### src/rtl/ctrl_host.sv
// Host-side UART link: sends a tx_data command as 8N1 bytes, then collects an RX_WIDTH response.
// Latency: start bit from the cycle after start; done on the cycle the last stop bit is sampled.
// No backpressure: start is ignored while busy. Optional receive timeout: CTRL_HOST_TIMEOUT_EN.
module ctrl_host #(
    parameter int FREQ     = 28125000,
    parameter int BAUD     = 115200,
    parameter int TX_WIDTH = 32,
    parameter int RX_WIDTH = 32
) (
    input  logic                clk,
    input  logic                reset,
    input  logic                start,
    input  logic [TX_WIDTH-1:0] tx_data,
    output logic                busy,
    output logic                done,
    output logic [RX_WIDTH-1:0] rx_data,
    output logic                err,
    output logic                uart_tx,
    input  logic                uart_rx
);

    localparam int DIV  = FREQ / BAUD;
    localparam int NTX  = (TX_WIDTH + 7) / 8;
    localparam int NRX  = (RX_WIDTH + 7) / 8;
    localparam int TXB  = NTX * 8;
    localparam int RXB  = NRX * 8;
    localparam int CW   = $clog2(DIV + 1);
    localparam int NTXW = $clog2(NTX + 1);
    localparam int NRXW = $clog2(NRX + 1);

    localparam logic [CW-1:0]   DIV_C   = CW'(DIV);
    localparam logic [CW-1:0]   DIV_M1  = CW'(DIV - 1);
    localparam logic [CW-1:0]   HALF_C  = CW'(DIV / 2);
    localparam logic [NTXW-1:0] LAST_TX = NTXW'(NTX - 1);
    localparam logic [NRXW-1:0] LAST_RX = NRXW'(NRX - 1);

    typedef enum logic [1:0] {IDLE, SEND, WAIT_RX} state_t;
    state_t state;

    logic [TXB-1:0]  tx_sr;
    logic [CW-1:0]   tx_cnt;
    logic [3:0]      tx_bit;
    logic [NTXW-1:0] tx_byte;

    logic            rx_s1, rx_s2, rx_prev;
    logic            rx_active;
    logic [CW-1:0]   rx_cnt;
    logic [3:0]      rx_bit;
    logic [7:0]      rx_shift;
    logic [RXB-1:0]  rx_sr;
    logic [NRXW-1:0] rx_count;

    logic            rx_edge, rx_tick, rx_stop, rx_keep, rx_last, timeout;
    logic [RXB-1:0]  rx_next;

    // rx_bit 0 is the start bit (sampled half a bit in), 1..8 data, 9 stop.
    assign rx_edge = rx_prev & ~rx_s2 & ~rx_active;
    assign rx_tick = rx_active && (rx_cnt == ((rx_bit == 4'd0) ? HALF_C : DIV_C));
    assign rx_stop = rx_tick && (rx_bit == 4'd9);
    assign rx_keep = rx_stop && (state != IDLE);
    assign rx_last = rx_keep && (rx_count == LAST_RX);
    assign rx_next = (rx_sr >> 8) | (RXB'(rx_shift) << (RXB - 8));

    always_ff @(posedge clk) begin
        if (reset) begin
            rx_s1     <= 1'b1;
            rx_s2     <= 1'b1;
            rx_prev   <= 1'b1;
            rx_active <= 1'b0;
            rx_cnt    <= '0;
            rx_bit    <= '0;
            rx_shift  <= '0;
        end else begin
            rx_s1   <= uart_rx;
            rx_s2   <= rx_s1;
            rx_prev <= rx_s2;
            if (rx_edge) begin
                rx_active <= 1'b1;
                rx_cnt    <= CW'(1);
                rx_bit    <= '0;
            end else if (rx_active) begin
                if (rx_tick) begin
                    rx_cnt <= CW'(1);
                    if ((rx_bit == 4'd0 && rx_s2) || rx_bit == 4'd9) begin
                        rx_active <= 1'b0;
                    end else begin
                        rx_bit <= rx_bit + 4'd1;
                        if (rx_bit != 4'd0)
                            rx_shift <= {rx_s2, rx_shift[7:1]};
                    end
                end else begin
                    rx_cnt <= rx_cnt + CW'(1);
                end
            end
        end
    end

`ifdef CTRL_HOST_TIMEOUT_EN
    localparam int TO_LIM = 64 * 10 * DIV;
    localparam int TOW    = $clog2(TO_LIM + 1);
    logic [TOW-1:0] to_cnt;

    // Restarts on every start edge and stays clear while a character is in flight.
    always_ff @(posedge clk) begin
        if (reset || state != WAIT_RX || rx_active || rx_edge)
            to_cnt <= '0;
        else if (!timeout)
            to_cnt <= to_cnt + TOW'(1);
    end
    assign timeout = (to_cnt == TOW'(TO_LIM - 1)) && !rx_edge;
`else
    assign timeout = 1'b0;
`endif

    always_ff @(posedge clk) begin
        if (reset) begin
            state    <= IDLE;
            busy     <= 1'b0;
            done     <= 1'b0;
            err      <= 1'b0;
            rx_data  <= '0;
            uart_tx  <= 1'b1;
            tx_sr    <= '0;
            tx_cnt   <= '0;
            tx_bit   <= '0;
            tx_byte  <= '0;
            rx_sr    <= '0;
            rx_count <= '0;
        end else begin
            done <= 1'b0;
            if (done) begin
                state   <= IDLE;
                busy    <= 1'b0;
                uart_tx <= 1'b1;
            end else begin
                case (state)
                    IDLE: begin
                        if (start) begin
                            state    <= SEND;
                            busy     <= 1'b1;
                            err      <= 1'b0;
                            uart_tx  <= 1'b0;
                            tx_sr    <= TXB'(tx_data);
                            tx_cnt   <= '0;
                            tx_bit   <= '0;
                            tx_byte  <= '0;
                            rx_sr    <= '0;
                            rx_count <= '0;
                        end
                    end
                    SEND: begin
                        if (tx_cnt == DIV_M1) begin
                            tx_cnt <= '0;
                            if (tx_bit == 4'd9) begin
                                if (tx_byte == LAST_TX) begin
                                    state   <= WAIT_RX;
                                    uart_tx <= 1'b1;
                                end else begin
                                    tx_byte <= tx_byte + NTXW'(1);
                                    tx_bit  <= '0;
                                    uart_tx <= 1'b0;
                                end
                            end else begin
                                tx_bit <= tx_bit + 4'd1;
                                if (tx_bit == 4'd8) begin
                                    uart_tx <= 1'b1;
                                end else begin
                                    uart_tx <= tx_sr[0];
                                    tx_sr   <= tx_sr >> 1;
                                end
                            end
                        end else begin
                            tx_cnt <= tx_cnt + CW'(1);
                        end
                    end
                    WAIT_RX: begin
                        if (timeout) begin
                            state <= IDLE;
                            busy  <= 1'b0;
                            err   <= 1'b1;
                        end
                    end
                    default: state <= IDLE;
                endcase
            end

            // A bad stop bit still yields a stored, counted byte.
            if (rx_keep) begin
                rx_sr    <= rx_next;
                rx_count <= rx_count + NRXW'(1);
                if (!rx_s2)
                    err <= 1'b1;
                if (rx_last) begin
                    rx_data <= rx_next[RX_WIDTH-1:0];
                    done    <= 1'b1;
                end
            end
        end
    end

endmodule

### config.mk
export PLATFORM = sky130hd
export DESIGN_NAME = ctrl_host
export DESIGN_NICKNAME = d
export VERILOG_FILES = /design/src/rtl/ctrl_host.sv
export SDC_FILE = /design/constraint.sdc
export NUM_CORES = 1
export LEC_CHECK = 0
export BUFFER_PORTS_ARGS = -buffer_cell sky130_fd_sc_hd__buf_2
export CAP_MARGIN = 5
export CORE_ASPECT_RATIO = 1.1
export CORE_MARGIN = 2
export CORE_UTILIZATION = 36
export CTS_BUF_LIST = sky130_fd_sc_hd__clkbuf_16
export DETAILED_ROUTE_END_ITERATION = 10
export MAX_ROUTING_LAYER = met4
export PLACE_DENSITY = 0.57
export SLEW_MARGIN = 20
export SYNTH_ARGS = -nofsm -noshare
export SYNTH_HDL_FRONTEND = slang
export SYNTH_SLANG_ARGS = --single-unit
### constraint.sdc
create_clock -name clk -period 1.9 [get_ports clk]
set_input_delay 0.19 -clock clk [delete_from_list [all_inputs] [get_ports clk]]
set_output_delay 0.19 -clock clk [all_outputs]
set_load 0.02 [all_outputs]
==> flow_summary_export.csv, run 1 <==
group,metric,value,unit
sta,tightest_slew,0.5747,ns
setup_path,critPathLaunch,"rx_bit[1]",
final_layout,nFillCells,1605,
clock_network,cts_root_buf,"clkbuf_16",
pwr,p_leak,3.199,nW
setup_path,crit_required,2.21,ns
worst_hold_path,hp-start,"tx_data[31]",
setup_path,end_kind,"flip-flop",
grt,grt-ovfl-total,0,
pwr,p_sw,1.792,mW
sta,slew_headroom,0.6154,
die,initial_core_util,0.3642,
sta,min_period,1.932,ns
grt,grt.met2_usage,0.3240,
pwr,power_frac_comb,0.073,
setup_path,worstSetupPathType,"flip-flop to flip-flop",
grt,antenna_found_initial,0,
setup_path,r2r-end,"rx_sr[23]",
pwr,power.density,794.3,nW/um^2
setup_path,worstRegToRegCells,9,
routing,dr.pass1.iters,7,
routing,post-route-drc-count,0,
grt,globalRouteTotalUtil,0.1918,
sta,finalMaxSlewViolations,0,
setup_path,cp-start-kind,"flip-flop",
final_layout,layout.nets,814,
sta,fin_crit_sh,1.017,
worst_hold_path,whs_endpoint,"tx_sr[31]",
placed_design,place_congestion,0.8577,
clock_network,clk_latency,0.42,ns
grt,grt_util_met1,0.2230,
clock_network,clockBufferDepth,2,
outcome,outcome,"finished, violations left",
outcome,violations,"setup timing",
pwr,power_frac_clock,0.484,
setup_path,crit_buf_inv,4,
sta,grt_setup_unrepaired,"true",
final_layout,seqCellArea,2726,um^2
job,drv_cap,0,
setup_path,worst_ep_arrival_time,2.24,ns
routing,drt-initial-drc-count,474,
pwr,seqPwrFrac,0.443,
yosys,ys_ff_latch,136,
routing,via_per_inst,5.681,
setup_path,r2r-start,"rx_bit[1]",
die,coreArea,17550,um^2
setup_path,critical_path.slowest_cell,"dfxtp_2",
yosys,synth_nets,735,
clock_network,cts_made_buffers,17,
setup_path,critPathTopFamily,"buffers and inverters",
pwr,p_int,4.878,mW
yosys,yosysTopAreaCell,"dfxtp_1",
final_layout,diodes,0,
yosys,ys_seq_area_frac,0.4260,
grt,use_met3,0.04170,
setup_path,critPathMaxFanout,7,
pwr,swShare,0.2687,
sta,skew,0.009832,ns
yosys,ys.flop_type,"dfxtp_1",
yosys,synth.avg_cell_area,9.303,um^2
grt,first_global_vias,5658,
clock_network,cts.sinks,136,
yosys,syn-cell-area,6391,um^2
yosys,synth_edf_count,0,
routing,drt_wl_total,17450,um
final_layout,drive_above_1_share,0.3427,
grt,top_usage_layer,"met2",
die,die-area,18840,um^2
grt,grt_pass1_wl,28170,um
placed_design,hpwl,11210,um
worst_hold_path,min_path_cells,3,
routing,detailroute.via_count,5778,
die,core.rowCount,51,
placed_design,numPlacedInstances,971,
die,ios,72,
final_layout,area_delta_synth_final,31.38,%
yosys,synth_cell_type_count,55,
clock_network,htreeDepth,4,
yosys,synthArstFlopShare,0,
sta,fin_ws,-0.03227,ns
setup_path,cp_slowest_stage_delay,0.33,ns
die,die_w,131.0,um
sta,hold_viol,0,
routing,antenna_left,0,
worst_hold_path,hold_class,"input port to flip-flop",
yosys,synth_top_area_frac,0.4260,
grt,grt_start_max_net_pins,40,
setup_path,cp_common_cell,"buf_6",
sta,setup_viol,21,
die,die_y,143.7,um
yosys,yosysMostFrequentCell,"dfxtp_1",
placed_design,placedInstanceArea,7164,um^2
setup_path,crit_chain,"inv_2 -> ha_4 -> nor3b_4 -> buf_6 -> mux2i_4 -> nand4_1 -> buf_6 -> clkbuf_16 -> mux2i_1",
setup_path,r2r_setup_slack,-0.03,ns
routing,wl_per_cell,17.15,um
sta,fmax,517.5,MHz
final_layout,final_cell_area,8397,um^2
yosys,syn-instance-count,687,
placed_design,io_buffers,71,
yosys,synth_common_cells,"dfxtp_1 (136), nand2_1 (63), mux2i_1 (61)",
clock_network,cts_tree,"built",
yosys,synth_area_leaders,"dfxtp_1 (43%), mux2i_1 (9.6%), o31ai_1 (5.2%), nand4_1 (4.7%), a2111oi_0 (4.4%)",
clock_network,clk_pin_slew,0.07,ns
pwr,vdd_drop_max,548.8,uV
yosys,yosys_warnings,0,
final_layout,stdcell_count,1017,
final_layout,multiInputGateArea,3740,um^2
cell type report:
| class | count | share of cell area |
|---|---|---|
| inverter | 12 | 0.005364 |
| timing repair buffer | 131 | 0.1197 |
| clock buffer | 17 | 0.05066 |
| sequential | 136 | 0.3247 |
| clock inverter | 15 | 0.01878 |
| multi-input combinational | 468 | 0.4454 |
| tap | 238 | 0.03546 |
power groups by stage:
stage,Combinational (mW),Clock [mW],Sequential [mW]
floorplan,0.292,0,3.01
global placement,0.427,0,3.02
detailed placement,0.443,0,3.02
CTS,0.449,3.30,2.95
global route,0.530,3.44,2.96
finish,0.488,3.23,2.96
stage by stage:
step	TNS (ns)	setup slack, ns	total power [mW]	hold slack (ns)	utilization
2_1_floorplan	-0.2475	-0.01090	3.303	0.2938	-
3_3_place_gp	0	0.02891	3.443	0.3819	0.4083
3_5_place_dp	-0.6820	-0.08631	3.462	0.3800	0.4083
4_1_cts	-0.02327	-0.01348	6.706	0.1184	0.4546
5_1_grt	-3.142	-0.07872	6.932	0.1402	0.4785
6_report	-0.3447	-0.03227	6.670	0.1391	0.4785
cells by family (layout without fill, tap and decap cells):
| logic type | after synthesis | in the layout | synth area share |
|---|---|---|---|
| XOR/XNOR | 11 | 11 | 0.01508 |
| multiplexers | 64 | 64 | 0.1026 |
| AND/OR/NAND/NOR | 192 | 192 | 0.1641 |
| flip-flops | 136 | 136 | 0.4260 |
| adder cells (fa/ha/maj) | 12 | 12 | 0.02349 |
| AO/OA/AOI/OAI | 189 | 189 | 0.2099 |
| buffers and inverters | 83 | 175 | 0.05893 |
layout by cell type, fill, tap and decap left out, types with 9 or more instances in the layout:
cell type	instances
a2111oi_0	11
a2111oi_2	13
a21oi_1	46
a21oi_2	9
a31o_1	13
a31o_2	19
buf_2	71
buf_4	42
clkbuf_16	18
dfxtp_1	133
inv_1	9
mux2i_1	60
nand2_1	63
nand4_1	48
nor2_1	22
o21ai_0	11
o31ai_1	27
o31ai_4	10
or2_2	9
what timing repair did:
action | 4_1_cts | 5_1_grt
hold endpoints to repair | 1 | 0
resized for setup | 20 | 92
hold buffers | 1 | 0
setup endpoints to repair | 64 | 118
gates cloned | 3 | 1
buffers inserted | 9 | 0
pin swaps | 3 | 27
worst register-to-register path, delay by kind of cell (launching register included):
family	cells	cell delay, ns
muxes	2	0.38
DFF	1	0.33
adders and majority gates	1	0.13
buffers and inverters	4	0.56
and+or+nand+nor	2	0.41
how the worst max path moves through the flow:
stage                  endpoint  depth (start not counted)
floorplan            rx_data[5]                          8
finish                rx_sr[23]                          9
global route          rx_bit[3]                          7
global placement      rx_bit[3]                          6
detailed placement  rx_data[13]                          7
CTS                   rx_bit[2]                          9
registers in the layout, summed over array words and instances (netlist names), 4 cells and up:
register  cells
tx_bit        4
rx_data      32
rx_bit        4
rx_shift      8
tx_sr        32
rx_cnt        8
tx_cnt        8
rx_sr        24
layer usage:
metal / vias to the layer above / part of all wire
met5: - / 0
met4: 0 / 0.018
met3: 31 / 0.040
met2: 146 / 0.52
met1: 2844 / 0.42
li1: 2757 / -
(Power assumes the default switching activity.)
==> run 2: changes to the inputs <==
--- a/config.mk
+++ b/config.mk
@@ -11,9 +11,9 @@
 export CORE_MARGIN = 2
 export CORE_UTILIZATION = 36
 export CTS_BUF_LIST = sky130_fd_sc_hd__clkbuf_16
+export CTS_CLUSTER_SIZE = 8
 export DETAILED_ROUTE_END_ITERATION = 10
 export MAX_ROUTING_LAYER = met4
-export PLACE_DENSITY = 0.57
 export SLEW_MARGIN = 20
 export SYNTH_ARGS = -nofsm -noshare
 export SYNTH_HDL_FRONTEND = slang
==> run 2 against run 1 <==
  * The run still ends with setup timing left
  * First-iteration DRC count down 9.5%
  * Combinational power up 2%
  * Via count down 2.5%
  * Global-route usage down 1.7 points
  * Hold slack about the same
  * Fmax up 0.24%
  * Critical endpoint is now rx_data[13]
==> flow_summary_export.csv, run 2 (synthesis gave the netlist of run 1 again) <==
group,metric,value,unit
clock_network,cts_root_buf,"clkbuf_16",
pwr,p_sw,1.571,mW
sta,grt_setup_unrepaired,"true",
final_layout,final_common_cell,"dfxtp_1",
setup_path,critical_path.slowest_cell,"mux2_4",
routing,dr.pass1.iters,4,
final_layout,nFillCells,1697,
sta,skew,0.01176,ns
final_layout,mostFrequentLayoutCells,"dfxtp_1 (131), buf_2 (71), nand2_1 (63), mux2i_1 (61), a21oi_1 (54)",
routing,post-route-drc-count,0,
sta,tightest_slew,0.7302,ns
setup_path,cp_num_cells,7,
sta,fin_crit_sh,1.015,
pwr,power.density,812.0,nW/um^2
setup_path,r2r-end,"rx_data[13]",
worst_hold_path,hp-start,"start",
setup_path,crit_required,2.20,ns
clock_network,clk_latency,0.43,ns
clock_network,htreeDepth,4,
die,die_w,131.0,um
pwr,seqPwrFrac,0.448,
setup_path,critPathMaxFanout,7,
setup_path,worstRegToRegCells,7,
routing,wl_per_cell,16.22,um
setup_path,crit_chain,"inv_2 -> ha_4 -> nor3b_4 -> mux2_4 -> clkbuf_16 -> o31ai_1 -> a21oi_1",
clock_network,cts_tree,"built",
final_layout,drive_above_1_share,0.3329,
sta,fmax,518.8,MHz
setup_path,critPathLaunch,"rx_bit[0]",
routing,antenna_left,0,
die,core.rowCount,51,
setup_path,cp_slowest_stage_delay,0.42,ns
routing,detailroute.via_count,5635,
placed_design,dpl_worst_slack,-0.009058,ns
grt,globalRouteTotalUtil,0.1745,
die,coreArea,17550,um^2
final_layout,diodes,0,
die,die-area,18840,um^2
pwr,power_frac_comb,0.075,
grt,grt_start_max_net_pins,36,
setup_path,cp-start-kind,"flip-flop",
routing,drt-initial-drc-count,429,
setup_path,critPathTopFamily,"multiplexers",
placed_design,hpwl,10590,um
placed_design,numPlacedInstances,971,
sta,min_period,1.928,ns
sta,fin_ws,-0.02770,ns
pwr,vdd_drop_max,713.2,uV
clock_network,cts_made_buffers,17,
routing,drt_wl_total,16330,um
setup_path,crit_buf_inv,2,
sta,whs,0.1391,ns
worst_hold_path,whs_endpoint,"busy",
pwr,p_int,5.032,mW
pwr,p_leak,3.102,nW
job,drv_cap,0,
placed_design,place_congestion,0.8302,
setup_path,end_kind,"flip-flop",
outcome,violations,"setup timing",
clock_network,cts.sinks,136,
final_layout,area_delta_synth_final,27.23,%
grt,first_global_vias,5275,
sta,setup_viol,4,
final_layout,reg_top3,"rx_data x32, tx_sr x32, rx_sr x24",
pwr,power_frac_clock,0.476,
setup_path,r2r-start,"rx_bit[0]",
setup_path,worst_ep_arrival_time,2.22,ns
clock_network,clockBufferDepth,2,
worst_hold_path,hold_class,"input port to flip-flop",
worst_hold_path,min_path_cells,3,
final_layout,postLayoutCoreUtil,0.4634,
placed_design,io_buffers,71,
pwr,swShare,0.2379,
grt,grt-ovfl-total,0,
final_layout,stdcell_count,1007,
die,ios,72,
die,die_y,143.7,um
grt,grt_pass1_wl,25760,um
grt,antenna_found_initial,0,
clock_network,clk_pin_slew,0.06,ns
sta,slew_headroom,0.5131,
setup_path,r2r_setup_slack,-0.03,ns
sta,finalMaxSlewViolations,0,
routing,via_per_inst,5.596,
sta,hold_viol,0,
die,initial_core_util,0.3642,
final_layout,layout.nets,805,
setup_path,worstSetupPathType,"flip-flop to flip-flop",
outcome,outcome,"finished, violations left",
-- run 2: final cells by class --
cell class	count	area, um^2	area share
clock buffers	17	425.4	0.05232
clock inverters	14	133.9	0.01646
inverters	12	45.04	0.005539
multi-input cells	468	3652	0.4491
flip-flops and latches	136	2729	0.3356
well taps	238	297.8	0.03662
repair buffers	122	848.3	0.1043
-- run 2: layer usage --
| metal | global-route usage | wire, um | vias to the layer above |
|---|---|---|---|
| met5 | - | 0 | - |
| met4 | 0.05599 | 170 | 0 |
| met3 | 0.03835 | 600 | 14 |
| met2 | 0.2899 | 8281 | 109 |
| met1 | 0.2100 | 7278 | 2778 |
| li1 | - | - | 2734 |
-- run 2: per-stage QoR --
step | TNS, ns | power, mW | cell area, um^2
after global routing | -2.649 | 6.839 | 8132
final | -0.06873 | 6.603 | 8132
after CTS | -0.007296 | 6.610 | 7736
after global placement | 0 | 3.448 | 7152
after floorplan | -0.2475 | 3.303 | 6395
after detailed placement | -0.01841 | 3.463 | 7152
-- run 2: tightest hold or removal path, cell delays in order --
cell,delay (ns)
buf_2,0.14
a21oi_1,0.13
nor3_1,0.05
-- run 2: power groups by stage --
stage          combinational [mW]  clock, mW  sequential, mW
2_1_floorplan               0.292          0            3.01
3_3_place_gp                0.431          0            3.02
3_5_place_dp                0.442          0            3.02
4_1_cts                     0.446       3.21            2.96
5_1_grt                     0.540       3.33            2.96
6_report                    0.497       3.15            2.96
-- run 2: repair_timing --
| action | 4_1_cts | 5_1_grt |
|---|---|---|
| hold endpoints to repair | 1 | 0 |
| pin swaps | 0 | 6 |
| gates cloned | 0 | 2 |
| gates resized for setup | 2 | 94 |
| buffers inserted | 1 | 1 |
| setup endpoints to repair | 5 | 116 |
| hold buffers | 1 | 0 |
-- run 2: how the worst max path moves through the flow --
stage                             end
final                     rx_data[13]
after global routing       rx_data[5]
after CTS                  rx_data[8]
after detailed placement  rx_data[10]
after global placement     rx_data[1]
after floorplan            rx_data[5]
